[src/rtl/iadder_pkg.sv]
// Shared types for the pipelined immediate adder / AGU: operation modes, access
// sizes and the occupancy states of the output skid buffer.
package iadder_pkg;

  typedef enum logic [1:0] {
    MODE_PC   = 2'b00,
    MODE_RS1  = 2'b01,
    MODE_JALR = 2'b10,
    MODE_LINK = 2'b11
  } mode_e;

  typedef enum logic [1:0] {
    SIZE_B = 2'b00,
    SIZE_H = 2'b01,
    SIZE_W = 2'b10,
    SIZE_D = 2'b11
  } size_e;

  typedef enum logic [1:0] {
    OCC_EMPTY = 2'b00,
    OCC_ONE   = 2'b01,
    OCC_TWO   = 2'b10
  } occ_e;

endpackage

[src/rtl/iadder_core.sv]
// Combinational address datapath: operand/addend select, (XLEN+1)-bit add,
// JALR bit-0 clear and alignment check.
module iadder_core
  import iadder_pkg::*;
#(
  parameter int XLEN     = 32,
  parameter int IALIGN   = 4,
  parameter int LINK_INC = 4
) (
  input  logic [1:0]      mode_i,
  input  logic [1:0]      size_i,
  input  logic [XLEN-1:0] pc_i,
  input  logic [XLEN-1:0] rs1_i,
  input  logic [XLEN-1:0] imm_i,
  output logic [XLEN-1:0] addr_o,
  output logic            misalign_o,
  output logic            carry_o
);

  localparam logic [XLEN-1:0] IMASK = XLEN'(IALIGN - 1);

  mode_e           mode;
  size_e           size;
  logic [XLEN-1:0] op, addend, mask;
  logic [XLEN:0]   sum;

  assign mode = mode_e'(mode_i);
  assign size = size_e'(size_i);

  always_comb begin
    op     = (mode == MODE_PC || mode == MODE_LINK) ? pc_i : rs1_i;
    addend = (mode == MODE_LINK) ? XLEN'(LINK_INC) : imm_i;
    sum    = {1'b0, op} + {1'b0, addend};
    carry_o = sum[XLEN];
    addr_o  = sum[XLEN-1:0];
    // JALR clears bit 0 after the add; carry still reflects the raw sum
    if (mode == MODE_JALR) addr_o[0] = 1'b0;

    mask = IMASK;
    if (mode == MODE_RS1) begin
      case (size)
        SIZE_B:  mask = XLEN'(0);
        SIZE_H:  mask = XLEN'(1);
        SIZE_W:  mask = XLEN'(3);
        default: mask = XLEN'(7);
      endcase
    end
    misalign_o = |(addr_o & mask);
    // doubleword accesses do not exist on a 32-bit datapath
    if (mode == MODE_RS1 && size == SIZE_D && XLEN == 32) misalign_o = 1'b1;
  end

endmodule

[src/rtl/iadder_agu_pipe.sv]
// Pipelined AGU: iadder_core result registered behind a two-entry skid buffer
// (main register drives outputs, skid register absorbs one stall).
module iadder_agu_pipe
  import iadder_pkg::*;
#(
  parameter int XLEN     = 32,
  parameter int IALIGN   = 4,
  parameter int LINK_INC = 4,
  parameter int TAG_W    = 5
) (
  input  logic             clk_in,
  input  logic             rst_in,
  input  logic             flush_in,
  input  logic             in_valid_in,
  output logic             in_ready_out,
  input  logic [1:0]       mode_in,
  input  logic [1:0]       size_in,
  input  logic [XLEN-1:0]  pc_in,
  input  logic [XLEN-1:0]  rs1_in,
  input  logic [XLEN-1:0]  imm_in,
  input  logic [TAG_W-1:0] tag_in,
  output logic             out_valid_out,
  input  logic             out_ready_in,
  output logic [XLEN-1:0]  addr_out,
  output logic             misalign_out,
  output logic             carry_out,
  output logic [TAG_W-1:0] tag_out
);

  typedef struct packed {
    logic [XLEN-1:0]  addr;
    logic             misalign;
    logic             carry;
    logic [TAG_W-1:0] tag;
  } result_t;

  occ_e    occ_q, occ_d;
  result_t main_q, main_d, skid_q, skid_d, new_res;
  logic    accept, drain;

  iadder_core #(.XLEN(XLEN), .IALIGN(IALIGN), .LINK_INC(LINK_INC)) u_core (
    .mode_i     (mode_in),
    .size_i     (size_in),
    .pc_i       (pc_in),
    .rs1_i      (rs1_in),
    .imm_i      (imm_in),
    .addr_o     (new_res.addr),
    .misalign_o (new_res.misalign),
    .carry_o    (new_res.carry)
  );
  assign new_res.tag = tag_in;

  // ready depends only on registered occupancy, never on out_ready_in
  assign in_ready_out  = (occ_q != OCC_TWO);
  assign out_valid_out = (occ_q != OCC_EMPTY);
  assign accept        = in_valid_in & in_ready_out;
  assign drain         = out_valid_out & out_ready_in;

  always_comb begin
    occ_d  = occ_q;
    main_d = main_q;
    skid_d = skid_q;
    if (flush_in) begin
      occ_d = OCC_EMPTY;
    end else begin
      case (occ_q)
        OCC_EMPTY: if (accept) begin
          occ_d  = OCC_ONE;
          main_d = new_res;
        end
        OCC_ONE: begin
          if (accept && !drain) begin
            occ_d  = OCC_TWO;
            skid_d = new_res;
          end else if (drain && !accept) begin
            occ_d = OCC_EMPTY;
          end else if (accept && drain) begin
            main_d = new_res;
          end
        end
        OCC_TWO: if (drain) begin
          occ_d  = OCC_ONE;
          main_d = skid_q;
        end
        default: occ_d = OCC_EMPTY;
      endcase
    end
  end

  always_ff @(posedge clk_in or posedge rst_in) begin
    if (rst_in) begin
      occ_q  <= OCC_EMPTY;
      main_q <= '0;
      skid_q <= '0;
    end else begin
      occ_q  <= occ_d;
      main_q <= main_d;
      skid_q <= skid_d;
    end
  end

  assign addr_out     = main_q.addr;
  assign misalign_out = main_q.misalign;
  assign carry_out    = main_q.carry;
  assign tag_out      = main_q.tag;

endmodule

[config.mk]
export PLATFORM = sky130hd
export DESIGN_NAME = iadder_agu_pipe
export DESIGN_NICKNAME = d
export VERILOG_FILES = /design/src/rtl/iadder_pkg.sv /design/src/rtl/iadder_core.sv /design/src/rtl/iadder_agu_pipe.sv
export SDC_FILE = /design/constraint.sdc
export NUM_CORES = 1
export LEC_CHECK = 0
export CAP_MARGIN = 20
export CORE_ASPECT_RATIO = 1.75
export CORE_UTILIZATION = 30
export DETAILED_ROUTE_END_ITERATION = 8
export PLACE_DENSITY = 0.57
export SETUP_SLACK_MARGIN = 0.15
export SLEW_MARGIN = 30
export SYNTH_ARGS = -nofsm -noshare
export SYNTH_HDL_FRONTEND = slang
export SYNTH_SLANG_ARGS = --single-unit
[constraint.sdc]
create_clock -name clk_in -period 2.21 [get_ports clk_in]
set_input_delay 0.3315 -clock clk_in [delete_from_list [all_inputs] [get_ports clk_in]]
set_output_delay 0.3315 -clock clk_in [all_outputs]
set_load 0.01 [all_outputs]
-- Word-level counts from Yosys, hierarchy flattened
Cells that the tools add are included.
- bitwise operators: 4
- add/subtract/negate cells: 1
- reduce and logical (&&, ||, !) cells: 16
- eq/ne operators: 17
- multiplexer cells: 18
- operators by type and width (operator ; count):
    2-to-1 mux 39 bit ; 5
    one-hot mux 39 bit (3 select lines) ; 1
    2-to-1 mux 32 bit ; 3
    adder 32 x 32 -> 33 bit ; 1
    bitwise AND 32 bit ; 1
    OR reduction 32 bit ; 1
    != test 2 bit (second input constant) ; 6
    == test 2 bit (second input constant) ; 5
    2-to-1 mux 2 bit ; 5
    one-hot mux 3 bit (3 select lines) ; 1
    AND reduction 7 bit ; 1
    == test 2 x 1 -> 1 bit (second input constant) ; 3
    logical NOT 2 bit ; 3
    != test 3 bit (second input constant) ; 2
    one-hot mux 2 bit (3 select lines) ; 1
    AND reduction 3 bit ; 2
    logical AND 1 bit ; 4
    != test 4 bit (second input constant) ; 1
    nonzero test 3 bit ; 1
    bitwise AND 1 bit ; 2
    logical NOT 1 bit ; 2
    2-to-1 mux 1 bit ; 2
    nonzero test 2 bit ; 1
    logical OR 1 bit ; 1
    inverter 1 bit ; 1
- word-level logic and storage cells: 65
- bits of input ports: 110
- flip-flop bits (word level): 80
- output and inout port bits: 41

-- Longest topological paths before layout
Gate-level depths: netlist (run 1).
- word-level depth: 12
- mapped depth: 15
- gate-level depth less buffers: 13

-- Cells and area by module
From an unflattened synthesis (run 1), not the netlist that was laid out.
- cells, all modules: 573
- area total of the unflattened synthesis: 6198.4 um^2
- modules (own cells, without submodules) (module ; cells an instance ; area each (um^2) ; seq. area each (um^2) ; times used):
    iadder_agu_pipe ; 226 ; 3723.6 ; 2001.9 ; 1
    iadder_core ; 347 ; 2474.9 ; 0.0 ; 1

-- Worst setup path before layout (run 1)
No wires, ideal clock.
- path type: input -> register
- from: input port mode_in[0]
- to: register main_q, in the netlist carry_out
- setup time: 0.133 ns
- slack: -1.600 ns
- stages: 15
- data required time: 2.077 ns
- path buffers: 2
- arrival time: 3.677 ns
- cell sequence: inv_1 ha_1 clkbuf_1 buf_1 mux2_2 ha_1 fa_1 a21o_1 a221o_1 a211oi_2 o21ai_1 o211ai_1 nand2_1 o31ai_1 o21ai_0
- longest elaborated chain between the ends: 8
- elaborated cells on any way between the ends: 11
- those cells by class: add/sub: 1; eq/ne: 1; mux: 7; reduce/logical: 2
- RTL lines (element ; line ; text):
    start: declaration ; iadder_agu_pipe.sv:16 ; input logic [1:0] mode_in,
    == test 2 bit / logical NOT 2 bit (equally long branches) ; iadder_core.sv:31, iadder_core.sv:32 ;
    logical OR 1 bit ; iadder_core.sv:31 ; op = (mode == MODE_PC || mode == MODE_LINK) ? pc_i : rs1_i;
    2-to-1 mux 32 bit ; iadder_core.sv:31 ;
    adder 32 x 32 -> 33 bit * ; iadder_core.sv:33 ; sum = {1'b0, op} + {1'b0, addend};
    2-to-1 mux 39 bit ; iadder_agu_pipe.sv:77 ; end else if (accept && drain) begin
    2-to-1 mux 39 bit ; iadder_agu_pipe.sv:75 ; end else if (drain && !accept) begin
    2-to-1 mux 39 bit ; iadder_agu_pipe.sv:72 ; if (accept && !drain) begin
    one-hot mux 39 bit (3 select lines) * ; iadder_agu_pipe.sv:66 ; case (occ_q)
    end signal: assignment ; iadder_agu_pipe.sv:97 ; main_q <= main_d;
    end: declaration ; iadder_agu_pipe.sv:38 ; result_t main_q, main_d, skid_q, skid_d, new_res;
Mark *: on every way between the ends. The rest lies on a longest branch, timed or not. The select of a mux whose other input is x is not followed.
A chain may end at the register's enable or synchronous reset.

-- Worst setup path after layout (run 1)
- from: input port mode_in[0]
- to: register skid_q[29] (netlist name)
- longest elaborated chain between the ends: 4
- elaborated cells on any way between the ends: 6
- those cells by class: add/sub: 1; eq/ne: 1; mux: 2; reduce/logical: 2
- RTL lines (element ; line ; text):
    == test 2 bit / logical NOT 2 bit (equally long branches) ; iadder_core.sv:31, iadder_core.sv:32 ;
    logical OR 1 bit ; iadder_core.sv:31 ;
    2-to-1 mux 32 bit ; iadder_core.sv:31 ;
    adder 32 x 32 -> 33 bit * ; iadder_core.sv:33 ;
    end signal: assignment ; iadder_agu_pipe.sv:98 ; skid_q <= skid_d;
    end: declaration ; iadder_agu_pipe.sv:38 ;
Mark *: on every way between the ends. The rest lies on a longest branch, timed or not.

==> results of run 1 <==
-- layout make-up --
type | instances | area, um^2
clock buffer | 11 | 243
clock inverter | 5 | 31.3
fill | 1737 | 8750
inverter | 10 | 48.8
multi-input combinational | 522 | 4430
sequential | 80 | 2000
tap | 238 | 298
timing repair buffer | 309 | 2860
-- placed cells by master (no fill, tap or decap), drive strengths merged, types with 2 or more instances in the layout --
cell type / n
a211oi: 4
a21boi: 2
a21o: 18
a21oi: 41
a221o: 2
a221oi: 3
a2bb2oi: 2
a31oi: 25
and2: 3
and2b: 2
and3: 17
buf: 160
clkbuf: 12
clkdlybuf4s50: 148
clkinv: 3
clkinvlp: 2
dfrtp: 80
ha: 35
inv: 10
mux2: 53
mux2i: 6
nand2: 89
nand2b: 5
nand3: 17
nand4: 9
nor2: 40
nor2b: 34
nor3: 14
nor4: 2
o21ai: 42
o21bai: 7
o2bb2ai: 2
o31ai: 2
or2: 2
or4: 2
xnor2: 17
xor2: 13
-- flip-flops by register name (all words and copies together) (netlist names) --
signal	cells
carry_out	1
misalign_out	1
skid_q	39
tag_out	5
addr_out	32
occ_q	2
-- stage by stage --
step	instances	utilization	hold slack, ps
2_1_floorplan	648	-	397
5_1_grt	1175	0.531	424
6_report	1175	0.531	387
4_1_cts	1160	0.501	413
3_5_place_dp	1127	0.460	463
3_3_place_gp	1127	0.460	453
-- metal layers --
layer,GRT usage,vias to the layer above,routed length (um)
met2,0.349,128,10200
li1,-,2876,-
met1,0.219,2764,7250
met5,0,-,0
met4,0.0586,0,350
met3,0.0116,23,373
-- worst max-delay path: cells and delay by family --
family,cells,cell delay (ps)
adders and majority gates,3,790
buffers and inverters,5,580
AOI/OAI and AO/OA,6,1070
muxes,1,320
xor gates and xnor gates,1,160
-- power by group through the flow --
stage	registers, mW	logic [mW]	clock network (mW)
after floorplan	2.29	1.49	0
after global placement	2.27	2.92	0
after detailed placement	2.29	2.95	0
after CTS	2.26	3.25	1.40
after global routing	2.32	3.92	1.46
final	2.25	3.60	1.38
-- how the worst max path moves through the flow --
stage | to | slack, ps | depth (start not counted)
floorplan | skid_q[5]$_DFFE_PP0P_ | -1120 | 15
global placement | addr_out[26]$_DFFE_PP0P_ | -1760 | 15
detailed placement | addr_out[26]$_DFFE_PP0P_ | -1790 | 15
CTS | skid_q[5]$_DFFE_PP0P_ | -890 | 15
global route | addr_out[27]$_DFFE_PP0P_ | -960 | 14
finish | skid_q[29]$_DFFE_PP0P_ | -850 | 16
-- timing repair --
item	CTS	global route
gates cloned	0	1
setup buffers	17	14
setup endpoints to repair	67	62
pin swaps	39	41
resized for setup	79	81
-- cell families after synthesis --
group | after synthesis | share of synthesized area
DFF | 80 | 0.348
muxes | 59 | 0.114
buffers and inverters | 46 | 0.0389
and+or+nand+nor | 240 | 0.201
xor gates and xnor gates | 30 | 0.0456
AOI/OAI and AO/OA | 157 | 0.173
adders and majority gates | 36 | 0.0795
==> run summary, run 1 <==
Synth cell types = 57
Layout Nets = 1078
Core Footprint = 0.0187 mm^2
post-route ant nets = 0
DR pass1 iterations = 4
Register-to-Register Path Depth = 4
total grt overflow = 0
Ant. Diodes = 0
total power = 7.23 mW
TritonCTS clock tree = yes
layout cells sized above 1 = 0.360
synthesized area per cell = 8.88 um^2
first-pass GRT wire length = 29100 um
Sequential Power Share = 0.312
syn_nets = 794
Post-synth ARST share = 1.00
port bufs = 150
Area contributors post-synth = dfrtp_1 35%, mux2_2 10%, ha_1 7.6%, nand2_1 5.8%, nor2b_1 3.7%
Final WS setup = -854 ps
Vias/cell = 4.93
VDD IR max = 0.433 mV
Final setup viols = 58
crit path from = mode_in[0]
min cycle time layout = 3060 ps
area grow syn2layout = 72.2%
RR Startpoint = occ_q[1]$_DFFE_PP0P_
EDFF count, synth = 0
Worst path max stage delay = 340 ps
Comb pwr share = 0.498
Synth Flop Type = dfrtp_1
Slowest-stage cell, CP = a221o_1
top-count cell post-synth = nand2_1
Synth top cells by count = 89 x nand2_1, 80 x dfrtp_1, 53 x mux2_2
clk root buf = clkbuf_16
Row Count = 66
Hold WC Path Type = in -> async
Setup Crit Path Kind = in -> reg
worst-path cell chain = buf_8 > inv_8 > ha_4 > mux2_4 > ha_4 > fa_2 > a21o_1 > a221o_1 > a211oi_2 > buf_4 > o21ai_4 > buf_4 > a31oi_4 > xor2_1 > buf_4 > o21ai_1
Synth Register Bits = 80
Worst Path Arrival = 3270 ps
routed len/inst = 15.5 um
reg-to-reg endpoint = skid_q[22]$_DFFE_PP0P_
period utilization = 1.39
H-tree levels = 3
sequential area share after synthesis = 0.348
detailed-route wire length = 18200 um
Initial Util = 0.308
GPL Wtd Cong = 0.867
Setup TNS = -37580 ps
cts hold-fix bufs = 0
DP Wirelength = 13600 um
clock buffer depth = 2
area share of the largest cell type after synthesis = 0.348
Die Span Y = 185 um
Setup crit end kind = flip-flop
post-synth top area cell = dfrtp_1
CTS buffer count = 9
Worst Clk Skew = 5.88 ps
cell mode on critical path = buf_4
Cells after Synth = 648
Slew @ Worst Pin = 552 ps
Post-route DRC = 0
required time of the critical path = 2420 ps
Clk Latency, worst-skew pair = 330 ps
Vias = 5791
Max-slew headroom = 0.632
Switch Pwr = 2.42 mW
fin. max-slew vios = 0
clk slew on worst S/H paths = 60 ps
Max Cap Viol = 0
Internal = 4.81 mW
post-route design area = 0.00991 mm^2
Place WS = -1790 ps
Clock Power Share = 0.190
Die Width = 107 um
Clock Sinks = 80
outcome = complete, but fails checks
initial antenna violation count = 0
Post-Syn Area = 0.00576 mm^2
CP max FO = 5
CP startpoint kind = input port
Switching Fraction = 0.335
leakage power = 4.31 nW
Fin. Hold Viols = 0
failing checks = setup timing
Max Freq = 0.326 GHz
largest net degree at the start of global routing = 58
Area after DPL = 0.00858 mm^2
vias in the first global route = 5831
RSZ-0062 raised after global routing = true
Power Dens Cells = 729 mW/mm^2
Yosys Warn Count = 0
I/O Pins = 151
die footprint = 0.0198 mm^2
Total Routing Usage GR = 0.185
Initial DRC Count = 173
R2R Setup Slk = 390 ps
No activity file was read; power rests on OpenSTA's default activity.
==> run 2: changes to the inputs <==
--- a/config.mk
+++ b/config.mk
@@ -8,6 +8,7 @@
 export CAP_MARGIN = 20
 export CORE_ASPECT_RATIO = 1.75
 export CORE_UTILIZATION = 30
+export CTS_BUF_LIST = sky130_fd_sc_hd__clkbuf_4
 export DETAILED_ROUTE_END_ITERATION = 8
 export PLACE_DENSITY = 0.57
 export SETUP_SLACK_MARGIN = 0.15
==> run 2 against run 1 <==
  * Highest routed layer unchanged
  * Flip-flop and latch count unchanged
  * Setup slack improved by 110 ps
  * Clock skew increased by 14 ps
  * Utilization decreased by 2.0 points
  * Critical endpoint is now addr_out[26]$_DFFE_PP0P_
  * Clock power decreased by 46%
  * Via count decreased by 0.93%
  * Design area decreased by 3.8%
  * Non-clock buffer count decreased by 8
  * First-iteration DRC count decreased by 25%
  * The run still ends with setup timing left
==> run summary, run 2 (same netlist as run 1, synthesis figures left out) <==
Final setup viols = 58 (unchanged)
GPL Wtd Cong = 0.867 (unchanged)
Clk Latency, worst-skew pair = 420 ps (+90 ps)
Total Routing Usage GR = 0.186 (+0.000783)
clock buffer depth = 2 (unchanged)
post-route design area = 0.00954 mm^2 (-3.8%)
largest net degree at the start of global routing = 58 (unchanged)
Register-to-Register Path Depth = 5 (+1)
Max-slew headroom = 0.638 (+0.00616)
Post-route DRC = 0 (unchanged)
period utilization = 1.34 (-0.0484)
Initial Util = 0.308 (unchanged)
Hold WC Path Type = in -> async
RR Startpoint = occ_q[1]$_DFFE_PP0P_
Layout fillers = 1762 (+1.4%)
Fin. Hold Viols = 0 (unchanged)
Setup crit end kind = flip-flop
clk root buf = clkbuf_4
CP max FO = 6 (+1)
first-pass GRT wire length = 29200 um (+0.26%)
Die Width = 107 um (unchanged)
Max Cap Viol = 0 (unchanged)
Power Dens Cells = 676 mW/mm^2 (-7.3%)
vias in the first global route = 5858 (+0.46%)
RSZ-0062 raised after global routing = true
Max Freq = 0.338 GHz (+3.6%)
Vias/cell = 4.91 (-0.34%)
most common cell after layout, fill and taps aside = clkdlybuf4s50_1
VDD IR max = 0.278 mV (-36%)
clk slew on worst S/H paths = 130 ps (+70 ps)
Layout Nets = 1070 (-0.74%)
total grt overflow = 0 (unchanged)
Slew @ Worst Pin = 543 ps (-9.24 ps)
Final WS setup = -747 ps (+107 ps)
layout cells sized above 1 = 0.342 (-0.0174)
Area after DPL = 0.00858 mm^2 (unchanged)
initial antenna violation count = 1 (+1)
post-route ant nets = 0 (unchanged)
Row Count = 66 (unchanged)
leakage power = 4.15 nW (-3.8%)
most frequent cells in the layout = 147 x clkdlybuf4s50_1, 135 x buf_4, 87 x nand2_1, 78 x dfrtp_1, 43 x mux2_2
port bufs = 150 (unchanged)
crit path from = mode_in[0]
Place WS = -1790 ps (unchanged)
Die Span Y = 185 um (unchanged)
critical path endpoint = addr_out[26]$_DFFE_PP0P_
Worst Clk Skew = 19.5 ps (+13.6 ps)
outcome = complete, but fails checks
DP Wirelength = 13600 um (unchanged)
DR pass1 iterations = 5 (+1)
I/O Pins = 151 (unchanged)
CTS buffer count = 9 (unchanged)
reg-to-reg endpoint = skid_q[36]$_DFFE_PP0P_
Initial DRC Count = 130 (-25%)
Vias = 5737 (-0.93%)
Setup Crit Path Kind = in -> reg
TritonCTS clock tree = yes
Clock Sinks = 80 (unchanged)
Setup TNS = -31660 ps (+5920 ps)
fin. max-slew vios = 0 (unchanged)
CP startpoint kind = input port
required time of the critical path = 2520 ps (+100 ps)
Core Footprint = 0.0187 mm^2 (unchanged)
placed cells = 1127 (unchanged)
failing checks = setup timing
max FFs per register = 39 (unchanged)
min cycle time layout = 2960 ps (-107 ps)
Most flops, register = skid_q
non-filler cells, final = 1168 (-0.60%)
R2R Setup Slk = 290 ps (-100 ps)
die footprint = 0.0198 mm^2 (unchanged)
routed len/inst = 15.5 um (-0.36%)
area grow syn2layout = 65.6%
detailed-route wire length = 18000 um (-0.95%)
total power = 6.44 mW (-11%)
H-tree levels = 3 (unchanged)
Worst Path Arrival = 3260 ps (about the same)
run 2: cell type report:
class | instances | area, um^2 | share of cell area
Sequential cell | 80 | 2000 | 0.210
Clock inverter | 6 | 35.0 | 0.00367
Tap cell | 238 | 298 | 0.0312
Timing Repair Buffer | 301 | 2750 | 0.289
Inverter | 10 | 48.8 | 0.00512
Antenna cell | 1 | 2.50 | 0.000262
Clock buffer | 10 | 75.1 | 0.00787
Multi-Input combinational cell | 522 | 4320 | 0.453
run 2: layer usage:
layer / routed length [um] / global-route usage / vias to the layer above
met1: 7220 / 0.218 / 2758
met5: 0 / 0 / -
met4: 365 / 0.0603 / 0
met2: 10100 / 0.350 / 103
met3: 332 / 0.0141 / 21
li1: - / - / 2855
run 2: critical path: stages:
cell       delay, ps
buf_8             90
inv_8             30
ha_4             310
buf_6            140
clkbuf_16        150
mux2_2           330
ha_1             290
nand2_1          120
nor3_2           240
a211oi_2          90
buf_4            160
o21ai_4          210
buf_4            160
a31oi_4          100
o21ai_2          220
mux2i_1          210
nand3_1           90
run 2: worst min path at each step:
stage	depth (start not counted)	end	slack (ps)
4_1_cts	2	tag_out[4]$_DFFE_PP0P_	290
5_1_grt	2	tag_out[3]$_DFFE_PP0P_	290
6_report	2	tag_out[4]$_DFFE_PP0P_	280
2_1_floorplan	1	occ_q[0]$_DFFE_PP0P_	400
3_3_place_gp	2	skid_q[21]$_DFFE_PP0P_	450
3_5_place_dp	2	skid_q[17]$_DFFE_PP0P_	460
run 2: repair_timing:
action                                  CTS  global route
gates resized for setup                  88            44
pin swaps                                43            29
cloned                                    0             1
hold buffers                              0             0
endpoints found under the setup margin   67            59
hold endpoints to repair                  0             0
setup buffers                            14             9
run 2: report_power, final:
group	switching [mW]	internal [mW]	total [mW]
combinational	1.50	1.95	3.45
clock	0.511	0.239	0.750
sequential	0.290	1.96	2.25
total	2.30	4.14	6.44
run 2: through the flow:
stage,hold slack [ps],util
floorplan,397,-
detailed placement,463,0.460
CTS,286,0.492
global route,287,0.511
global placement,453,0.460
finish,280,0.511
==> patch 1, RTL diff (config.mk and constraints of run 1) <==
Encoding of `occ_e`: now one-hot (3 bits for 3 values).
--- a/src/rtl/iadder_pkg.sv
+++ b/src/rtl/iadder_pkg.sv
@@ -16,10 +16,10 @@
     SIZE_D = 2'b11
   } size_e;
 
-  typedef enum logic [1:0] {
-    OCC_EMPTY = 2'b00,
-    OCC_ONE   = 2'b01,
-    OCC_TWO   = 2'b10
+  typedef enum logic [2:0] {
+    OCC_EMPTY = 3'b001,
+    OCC_ONE   = 3'b010,
+    OCC_TWO   = 3'b100
   } occ_e;
 
 endpackage
Check against the original RTL: no difference found for any inputs over 4 cycles, from zero or initial values and one cycle with rst_in high; so few cycles prove little.
==> patch 1 against run 1 <==
- the run still ends with negative setup slack left
- sequential power is 9.8% lower
- final cell count is 5.4% higher
- non-clock buffer count is 4 lower
- synthesized area is 3.1% higher
- synthesized cell count is 11% higher
- total power is 4.9% lower
- design area is 1.4% higher
- setup slack better by 0.086 ns
- sequential cell count is 1 higher
- routed wire length is 5.5% higher
- largest cell class unchanged
- largest power group unchanged
- highest routed layer unchanged
==> patch 1: results (changes against run 1) <==
* Outcome: finished with violations
* Violated checks: negative setup slack
* Register-to-register setup slack at 0.21 ns (-0.18 ns)
* IO buf count at 150 (unchanged)
* Ratio of routed vias to standard cells at 4.91 (-0.38%)
* Largest fanout of any net on the critical path at 4 (-1)
* Number of flip-flops in the largest register at 39 (unchanged)
* Reg-to-reg endpoint: addr_out[25]$_DFFE_PP0P_
* Global-route usage over all layers at 0.195 (+0.00992)
* Starting DRC count in detailed routing at 216 (+25%)
* Class of the most critical hold timing path: in -> async
* Vias in the first global route at 6,226 (+6.8%)
* Reg2reg path depth at 9 (+5)
* Synth Area in Compound Gates at 0.187 (+0.0138)
* Routed wire length at 19,200 um (+5.5%)
* Reg-to-Reg Start: occ_q[0]$_DFFE_PP1P_
* Fraction of layout instances using a drive strength above 1 at 0.316 (-0.0440)
* Seq/Total Area, Yosys at 0.342 (-0.00598)
* Global-route wire length before repair at 31,200 um (+7.3%)
* Portion of netlist area occupied by mux cells at 0.0675 (-0.0466)
* Synthesized Nets at 868 (+9.3%)
* Routability cong. at 0.867 (about the same)
* Post-Route Hold Slack at 0.317 ns (-0.0698 ns)
* Post-Synth XOR/XNOR Area at 0.0458 (+0.000109)
* Post-synthesis area per instance at 8.22 um^2 (-7.5%)
* Setup WS post-layout at -0.767 ns (+0.0865 ns)
* Signal arrival time at the worst endpoint at 3.18 ns (-0.09 ns)
* Number of nets in the final layout at 1,140 (+5.8%)
* Top cell types by occurrence after synthesis: nand2_1, dfrtp_1, a21oi_1, nor2_1, nor2b_1
* Critical Path Max Stage Delay at 0.41 ns (+0.07 ns)
* Post-Synth Adder-Cell Area at 0.0772 (-0.00238)
* Highest ir drop seen on vdd at 0.000465 V (+7.4%)
* Number of distinct standard cells referenced by the synthesized netlist at 61 (+7.0%)
* Number of filler instances in the final layout at 1,812 (+4.3%)
* Pin count of the biggest net entering global routing at 71 (+22%)
* Critical Path Slowest Stage Cell: fa_2
* Clock slew at reported path FFs at 0.06 ns (about the same)
* Crit path to: carry_out$_DFFE_PP0P_
* Cell at the root of the clock tree: clkbuf_16
* Final setup viols at 59 (+1.7%)
* Clock tree skew after final layout at 0.00633 ns (+0.000451 ns)
* Number of cells in the design after placement at 1,192 (+5.8%)
* Top area cells in the synthesized netlist: dfrtp_1, nand2_1, ha_1
* Asr flop ratio synth at 1.00 (unchanged)
* Slew HR at 0.628 (-0.00358)
* Post-detail-place hpwl at 14,500 um (+6.4%)
* Leakage at 0.00443 uW (+2.9%)
* Crit-path leading delay family: compound AO/OA/AOI/OAI gates
* Pre-CTS setup slack at -1.67 ns (+0.123 ns)
* Synthesis-to-finish area growth at 69.3%
* Layout Cells excl Fill at 1,239 (+5.4%)
## patch 1: what timing repair did
item,CTS,global route
hold buffers,0,0
gates cloned,1,0
pin swaps,71,64
resized for setup,103,44
setup endpoints to repair,69,65
buffers inserted,22,9
## patch 1: routing by layer
layer  share of wire  GRT usage  up-vias  wire length (um)
met4           0.024     0.0655        0               465
li1                -          -     3047                 -
met3           0.023     0.0149       26               436
met5               0          0        -                 0
met1            0.40      0.227     2896              7620
met2            0.56      0.365      114             10700
## patch 1: cells by family (layout without fill, tap and decap cells)
| group | count (synthesis) | after routing |
|---|---|---|
| buffers and inverters | 59 | 335 |
| flip-flops | 81 | 81 |
| AND/OR/NAND/NOR | 313 | 313 |
| multiplexers | 36 | 36 |
| AO/OA/AOI/OAI | 166 | 166 |
| adder cells (fa/ha/maj) | 36 | 36 |
| XOR/XNOR | 31 | 31 |
## patch 1: worst register-to-register path: stages (launching register included)
cell	delay, ns
dfstp_2	0.58
nor2b_2	0.18
a21oi_1	0.05
nor3_1	0.14
a21oi_1	0.08
or2_2	0.31
buf_4	0.22
nor3_1	0.19
mux2i_1	0.10
nand3_1	0.08
## patch 1: layout make-up
class,count,area [um^2],share of cell area
multi-input combinational,582,4500,0.448
inverter,15,67.6,0.00672
clock buffer,12,236,0.0235
timing repair buffer,305,2870,0.285
clock inverter,3,42.5,0.00423
sequential,81,2030,0.202
tap,241,302,0.0300
## patch 1: stage by stage
step	cell area (um^2)	setup TNS, ns
final	10000	-31.50
after global routing	10000	-37.67
after CTS	9730	-30.37
after detailed placement	8790	-85.23
after global placement	8790	-82.72
after floorplan	6150	-35.10
## patch 1: power breakdown
group	switching [uW]	total, uW	internal, uW
clock network	552	1420	868
logic	1500	3430	1930
registers	224	2030	1810
==> patch 2, RTL diff (config.mk and constraints of run 1) <==
Made on the original files. Set the parameter `TAG_W` to 4 (it was 5).
--- a/src/rtl/iadder_agu_pipe.sv
+++ b/src/rtl/iadder_agu_pipe.sv
@@ -6,7 +6,7 @@
   parameter int XLEN     = 32,
   parameter int IALIGN   = 4,
   parameter int LINK_INC = 4,
-  parameter int TAG_W    = 5
+  parameter int TAG_W    = 4
 ) (
   input  logic             clk_in,
   input  logic             rst_in,
Ports: changed (resized tag_in and tag_out); port bits go from 151 to 149. No check against the original RTL was run, so the function may have changed too.
==> patch 2 against run 1 <==
- the run still ends with negative setup slack left
- synthesized area decreased by 0.63%
- design area decreased by 0.38%
- sequential cell count fell by 2
- setup slack worse by 0.067 ns
- routed wire length increased by 0.85%
- critical path depth rose by 1
- total power grew 1.6%
- combinational power hardly changed
- critical path type unchanged
- largest power group unchanged
- highest routed layer unchanged
==> patch 2: results (changes against run 1) <==
* Outcome: finished with violations
* Violated checks: negative setup slack
* Routability cong. at 0.851 (-1.8%)
* Largest fanout of any net on the critical path at 7 (+2)
* Switching Share at 0.334 (-0.00120)
* Clock tree skew after final layout at 0.00588 ns (+0.00000339 ns)
* CTS-repair resized insts at 102 (+29%)
* Signal arrival time at the worst endpoint at 3.34 ns (+0.07 ns)
* Number of filler instances in the final layout at 1,755 (+1.0%)
* Global-route usage over all layers at 0.192 (+0.00671)
* Fraction of layout instances using a drive strength above 1 at 0.354 (-0.00538)
* Number of multi-input logic gates at 513 (-1.7%)
* Top cell types by occurrence after synthesis: nand2_1, dfrtp_1, mux2_2, a21oi_1, o21ai_0
* Detailed route wirelength on metal2 at 10,300 um (+0.72%)
* Final setup viols at 58 (unchanged)
* Portion of netlist area occupied by mux cells at 0.113 (-0.00124)
* Reg-to-reg endpoint: skid_q[5]$_DFFE_PP0P_
* Number of distinct standard cells referenced by the synthesized netlist at 61 (+7.0%)
* Critical Path Max Stage Delay at 0.36 ns (+0.02 ns)
* Synthesis-to-finish area growth at 72.6%
* Fin Setup TNS at -40.42 ns (-2.84 ns)
* Post-Synth XOR/XNOR Area at 0.0459 (+0.000290)
* Sequential group share of total power at 0.297 (-0.015)
* Footprint of the flip-flops and latches at 1950 um^2 (-2.5%)
* Setup Fix Bufs, Post-CTS at 19 (+2)
* Crit-path leading delay family: simple AND/OR/NAND/NOR gates
* Pin count of the biggest net entering global routing at 57 (-1.7%)
* Psw at 2450 uW (+1.2%)
* Highest ir drop seen on vdd at 0.000469 V (+8.4%)
* Number of cells in the design after placement at 1,116 (-0.98%)
* Setup WS post-layout at -0.921 ns (-0.0671 ns)
* Number of non-clock inverters at 12 (+2)
* Number of flip-flops in the largest register at 38 (-2.6%)
* Detail Route met3 WL at 447 um (+20%)
* Critical Path Slowest Stage Cell: mux2_2
* Global-route track usage on met1 at 0.213 (-0.00641)
* Buffers outside the clock class at 304 (-1.6%)
* Ratio of routed vias to standard cells at 4.96 (+0.56%)
* Seq/Total Area, Yosys at 0.341 (-0.00654)
* Global-route wire length before repair at 29,400 um (+1.2%)
* Post-Route Hold Slack at 0.316 ns (-0.0709 ns)
* Synthesized Nets at 785 (-1.1%)
* Proportion of cell area spent on the clock network at 0.0322 (+0.00454)
* IO buf count at 148 (-1.3%)
* Post-DP Area at 8510 um^2 (-0.82%)
* Post-detail-place hpwl at 14,000 um (+2.8%)
* Share of the final layout cell area in multi-input gates at 0.441 (-0.00603)
* Vias in the first global route at 5,756 (-1.3%)
* Pre-CTS setup slack at -1.79 ns (+0.00305 ns)
patch 2: cell types whose count changed in the layout (fill, tap and decap cells not counted), moves of 4 or more:
| cell | before | now |
|---|---|---|
| buf_4 | 131 | 122 |
| buf_12 | 4 | 10 |
| o21ai_1 | 19 | 24 |
| mux2_4 | 12 | 8 |
| ha_1 | 14 | 18 |
| xnor2_2 | 5 | 9 |
| xnor2_1 | 8 | 4 |
patch 2: worst max-delay path by stage:
stage                                    end  depth (start not counted)  startpoint
finish              addr_out[26]$_DFFE_PP0P_                         17  mode_in[0]
global route          skid_q[29]$_DFFE_PP0P_                         17  mode_in[0]
CTS                 addr_out[23]$_DFFE_PP0P_                         16  mode_in[0]
detailed placement  addr_out[19]$_DFFE_PP0P_                         15  mode_in[0]
global placement      skid_q[20]$_DFFE_PP0P_                         14  mode_in[0]
floorplan              skid_q[4]$_DFFE_PP0P_                         15  mode_in[0]
